### src/rtl/bcd_pkg.sv
// Shared types and constants for the serial double-dabble binary-to-BCD converter.
package bcd_pkg;

   typedef enum logic [1:0] {
      StIdle,
      StShift,
      StDone
   } state_e;

   localparam logic [3:0] BCD_ADJ_THRESH = 4'd5;
   localparam logic [3:0] BCD_ADJ_ADD    = 4'd3;

   // Bit counter must index 0..IN_W-1; never narrower than one bit.
   function automatic int unsigned cnt_width(input int unsigned w);
      return (w < 2) ? 1 : $clog2(w);
   endfunction

endpackage

### src/rtl/dd_digit_adjust.sv
// One BCD digit of the double-dabble pre-shift correction: add 3 when the digit is 5 or more.
module dd_digit_adjust
   import bcd_pkg::*;
(
   input  logic [3:0] digit_i,
   output logic [3:0] digit_o
);

   always_comb begin
      digit_o = digit_i;
      if (digit_i >= BCD_ADJ_THRESH) begin
         digit_o = digit_i + BCD_ADJ_ADD;
      end
   end

endmodule

### src/rtl/bcd_serial_converter.sv
// Handshaked binary-to-BCD converter, one input bit per clock (shift-and-add-3).
// Results and the overflow flag are registered and held until the next conversion completes.
module bcd_serial_converter
   import bcd_pkg::*;
#(
   parameter int unsigned IN_W   = 5,
   parameter int unsigned DIGITS = 2
) (
   input  logic                CLOCK_50,
   input  logic                RESETN,
   input  logic [IN_W-1:0]     bin_in,
   input  logic                start,
   output logic                busy,
   output logic                done,
   output logic [4*DIGITS-1:0] bcd_out,
   output logic                overflow
);

   localparam int unsigned BcdW = 4 * DIGITS;
   localparam int unsigned CntW = cnt_width(IN_W);
   localparam logic [CntW-1:0] LastCnt = CntW'(IN_W - 1);

   state_e          state_q, state_d;
   logic [IN_W-1:0] shreg_q, shreg_d;
   logic [BcdW-1:0] scratch_q, scratch_d;
   logic [BcdW-1:0] scratch_adj;
   logic [CntW-1:0] cnt_q, cnt_d;
   logic            ovf_scratch_q, ovf_scratch_d;
   logic [BcdW-1:0] bcd_q, bcd_d;
   logic            ovf_q, ovf_d;
   logic            done_q, done_d;

   for (genvar g = 0; g < DIGITS; g++) begin : gen_adj
      dd_digit_adjust u_adj (
         .digit_i (scratch_q[4*g +: 4]),
         .digit_o (scratch_adj[4*g +: 4])
      );
   end

   always_comb begin
      state_d       = state_q;
      shreg_d       = shreg_q;
      scratch_d     = scratch_q;
      cnt_d         = cnt_q;
      ovf_scratch_d = ovf_scratch_q;
      bcd_d         = bcd_q;
      ovf_d         = ovf_q;
      done_d        = 1'b0;

      case (state_q)
         StIdle: begin
            if (start) begin
               shreg_d       = bin_in;
               scratch_d     = '0;
               cnt_d         = '0;
               ovf_scratch_d = 1'b0;
               state_d       = StShift;
            end
         end

         StShift: begin
            // Bit leaving the top digit would belong to a dropped higher digit.
            scratch_d     = {scratch_adj[BcdW-2:0], shreg_q[IN_W-1]};
            shreg_d       = {shreg_q[IN_W-2:0], 1'b0};
            ovf_scratch_d = ovf_scratch_q | scratch_adj[BcdW-1];
            cnt_d         = cnt_q + 1'b1;
            if (cnt_q == LastCnt) begin
               state_d = StDone;
            end
         end

         StDone: begin
            bcd_d   = scratch_q;
            ovf_d   = ovf_scratch_q;
            done_d  = 1'b1;
            state_d = StIdle;
         end

         default: begin
            state_d = StIdle;
         end
      endcase
   end

   always_ff @(posedge CLOCK_50 or negedge RESETN) begin
      if (!RESETN) begin
         state_q       <= StIdle;
         shreg_q       <= '0;
         scratch_q     <= '0;
         cnt_q         <= '0;
         ovf_scratch_q <= 1'b0;
         bcd_q         <= '0;
         ovf_q         <= 1'b0;
         done_q        <= 1'b0;
      end else begin
         state_q       <= state_d;
         shreg_q       <= shreg_d;
         scratch_q     <= scratch_d;
         cnt_q         <= cnt_d;
         ovf_scratch_q <= ovf_scratch_d;
         bcd_q         <= bcd_d;
         ovf_q         <= ovf_d;
         done_q        <= done_d;
      end
   end

   // The done cycle is still part of the conversion window for busy.
   assign busy     = (state_q != StIdle) || done_q;
   assign done     = done_q;
   assign bcd_out  = bcd_q;
   assign overflow = ovf_q;

endmodule
### config.mk
export PLATFORM = sky130hd
export DESIGN_NAME = bcd_serial_converter
export DESIGN_NICKNAME = d
export VERILOG_FILES = /design/src/rtl/bcd_pkg.sv /design/src/rtl/dd_digit_adjust.sv /design/src/rtl/bcd_serial_converter.sv
export SDC_FILE = /design/constraint.sdc
export NUM_CORES = 1
export LEC_CHECK = 0
export CELL_PAD_IN_SITES_DETAIL_PLACEMENT = 1
export CELL_PAD_IN_SITES_GLOBAL_PLACEMENT = 1
export CORE_UTILIZATION = 43
export DETAILED_ROUTE_END_ITERATION = 7
export PLACE_DENSITY_LB_ADDON = 0.12
export SLEW_MARGIN = 10
export SYNTH_ARGS = -nofsm -noshare
export SYNTH_HDL_FRONTEND = slang
export SYNTH_HIERARCHICAL = 1
export SYNTH_SLANG_ARGS = --single-unit
### constraint.sdc
create_clock -name CLOCK_50 -period 1.73 [get_ports CLOCK_50]
set_input_delay 0.2595 -clock CLOCK_50 [delete_from_list [all_inputs] [get_ports CLOCK_50]]
set_output_delay 0.2595 -clock CLOCK_50 [all_outputs]
set_load 0.005 [all_outputs]
==> qor.json <==
{
  "rr_worst_depth": 3,
  "detailedPlacementHpwl_mm": 2.06,
  "global_router_s_overall_resource_usage_pct": 19.1,
  "post-synth-top-area-fraction_pct": 51.2,
  "via_count": 994,
  "final_min_period_over_clock_period_pct": 93.2,
  "cts.hold.buffers_added": 0,
  "post_synth_main_area_contributors": "sky130_fd_sc_hd__dfrtp_1 (51%), sky130_fd_sc_hd__mux2_4 (9.5%), sky130_fd_sc_hd__ha_1 (5.3%)",
  "timing.fmax_ghz": 0.620,
  "slew-limit-headroom_pct": 47.9,
  "clock_sink_count": 29,
  "dpl_cell_area_um2": 1670,
  "initial_util_pct": 46.1,
  "final_area_um2": 1720,
  "place.port_buffers": 18,
  "vdd_drop_max_mv": 0.732,
  "switchingPower_mw": 1.07,
  "synth.distinct_cells": 27,
  "min_period_ps": 1610,
  "routed_wirelength_mm": 2.81,
  "clock_path_buffers": 2,
  "design.final.nets": 162,
  "diodes": 0,
  "worst_hold_slack_ps": 315,
  "post_synthesis_net_count": 135,
  "setup_viol_count_final": 0,
  "syn-instance-count": 121,
  "vias_per_cell": 5.18,
  "clkTransAtPathRegs_ps": 90,
  "finalCoreUtilization_pct": 55.9,
  "totalNegativeSetupSlack_ps": 0,
  "layout-area-overhead-vs-synth_pct": 21.4,
  "power_report.internal_total_mw": 1.94,
  "synth_seq_area_share_pct": 51.2,
  "worstReg2RegStart": "state_q[0]",
  "ant_nets": 0,
  "avgRoutedWirePerCell_um": 14.6,
  "finalHoldViolations": 0,
  "power_leakage_nw": 0.830,
  "yosys_warnings": 6,
  "floorplan_die_area_um2": 3530,
  "cp_max_fo": 2,
  "vias_in_the_first_global_route": 1028,
  "max_h_tree_level": 2,
  "tightest_slew_ps": 780,
  "n_fill_cell": 357,
  "drt_first_pass_iters": 4,
  "setup.worst_path.end_class": "output pin",
  "drt_first_iter_violations": 18,
  "max-cap-violations": 0,
  "pwr_density_nw_per_um2": 1750,
  "post-route-drc-count": 0,
  "rsz0062_at_grt": "no",
  "number_of_buffers_created_by_cts": 5,
  "clock_tree_from_tritoncts": "built",
  "finalMaxSlewViolations": 0,
  "swShare_pct": 35.6,
  "final_layout_size_suffix_gt1_share_pct": 16.9,
  "grt_first_pass_wirelength_mm": 4.74,
  "netlist_area_um2": 1420,
  "yosysTopAreaCell": "sky130_fd_sc_hd__dfrtp_1",
  "root_buffer": "sky130_fd_sc_hd__clkbuf_4",
  "skew_ps": 13.0,
  "status": "completed",
  "required_ps": 1470,
  "grt_residual_overflow": 0,
  "clk_pwr_share_pct": 13.8,
  "power_frac_comb_pct": 46.1,
  "grt_start_max_net_pins": 30,
  "grt_antenna_before_repair": 0,
  "syn-mean-instance-area_um2": 11.7,
  "fp.dieH_um": 59.4,
  "reg2reg_slack_ps": 220,
  "critPathLaunchType": "register",
  "seq_power_share_pct": 40.2,
  "core-area_um2": 3080,
  "endpoint_of_the_most_critical_register_to_register_path": "scratch_q[4]",
  "worst_hold_path_type": "in -> async",
  "io_pins": 19,
  "synth-seq-cells": 29,
  "gp_congestion": 0.831,
  "clock_insertion_delay_worst_skew_ps": 330,
  "rows": 20,
  "worst-setup-path-type": "reg -> out",
  "dieWidth_um": 59.4,
  "cp_data_arrival_time_ps": 1350
}
## cell type report
cell class	count	area, um^2	share of cell area, %
flip-flops and latches	29	726	42.2
repair buffers	24	224	13.0
multi-input cells	79	627	36.4
clock buffers	7	55.1	3.20
well taps	44	55.1	3.20
inverters	9	33.8	1.96
## state kept, by name (all words and copies together), names as in the netlist
register / count
overflow: 1
ovf_scratch_q: 1
bcd_out: 8
cnt_q: 3
scratch_q: 8
done: 1
state_q: 2
shreg_q: 5
## cell families after synthesis
group | count (synthesis) | share of synthesized area, %
AOI/OAI and AO/OA | 26 | 14.3
muxes | 11 | 10.9
buffers and inverters | 13 | 4.59
and+or+nand+nor | 34 | 12.4
xor gates and xnor gates | 2 | 1.24
DFF | 29 | 51.2
adders and majority gates | 6 | 5.30
## how the worst max path moves through the flow
| stage | from | endpoint | slack [ps] | cells after the start |
|---|---|---|---|---|
| 2_1_floorplan | scratch_q[0] | scratch_q[2] | 390 | 5 |
| 3_3_place_gp | start | shreg_q[1] | 270 | 4 |
| 3_5_place_dp | scratch_q[4] | scratch_q[5] | 240 | 5 |
| 4_1_cts | state_q[1] | busy | 90 | 2 |
| 5_1_grt | state_q[1] | busy | 70 | 2 |
| 6_report | state_q[1] | busy | 120 | 2 |
## synthesized netlist by cell type, drive strengths merged
cell    instances
a21oi           4
nor2b           1
ha              6
o21bai          1
a22o            8
o21ai           7
xnor2           2
o31ai           1
nand2          12
buf             4
nand3b          6
mux2i           2
inv             9
nand2b          6
dfrtp          29
nand3           1
a31oi           1
o221a           4
mux2            9
and3            1
nor2            6
or3             1
## worst max-delay path, cell delays in order (launching register included)
cell	delay (ps)
sky130_fd_sc_hd__dfrtp_1	380
sky130_fd_sc_hd__or3_1	370
sky130_fd_sc_hd__dlygate4sd2_1	280
## metal layers
layer | GRT usage [%] | wire (um) | vias to the layer above
li1 | - | - | 474
met5 | 0 | 0 | -
met3 | 6.55 | 112 | 3
met2 | 32.6 | 1440 | 22
met1 | 21.5 | 1220 | 495
met4 | 8.16 | 36 | 0
## metrics by stage
stage / power [mW] / worst slack, ps / instances
global route: 3.27 / 67.9 / 192
finish: 3.01 / 117 / 192
global placement: 2.56 / 271 / 185
CTS: 3.06 / 85.7 / 192
floorplan: 2.14 / 387 / 121
detailed placement: 2.64 / 243 / 185
## power groups by stage
stage               Combinational [mW]  Clock [mW]  Sequential (mW)
floorplan                        0.965           0             1.17
global route                      1.55       0.460             1.26
finish                            1.39       0.415             1.21
CTS                               1.41       0.431             1.22
global placement                  1.35           0             1.21
detailed placement                1.41           0             1.23
## cells in the final DEF (no fill, tap or decap), drive strengths merged
master and n:
clkdlybuf4s50 17, mux2i 2, dlygate4sd2 1, o21bai 1, ha 6, a22o 8, and3 1, nor2b 1
a31oi 1, mux2 9, inv 9, o21ai 7, nand3 1, nand3b 6, o221a 4, or3 1
nand2b 6, dfrtp 29, clkbuf 7, nor2 6, buf 6, nand2 12, a21oi 4, xnor2 2
o31ai 1
## repair_timing
item,in CTS,in global routing
resized for setup,1,0
buffers inserted,0,0
endpoints found under the setup margin,1,0
Note: power is estimated with default switching activity, not from simulation.
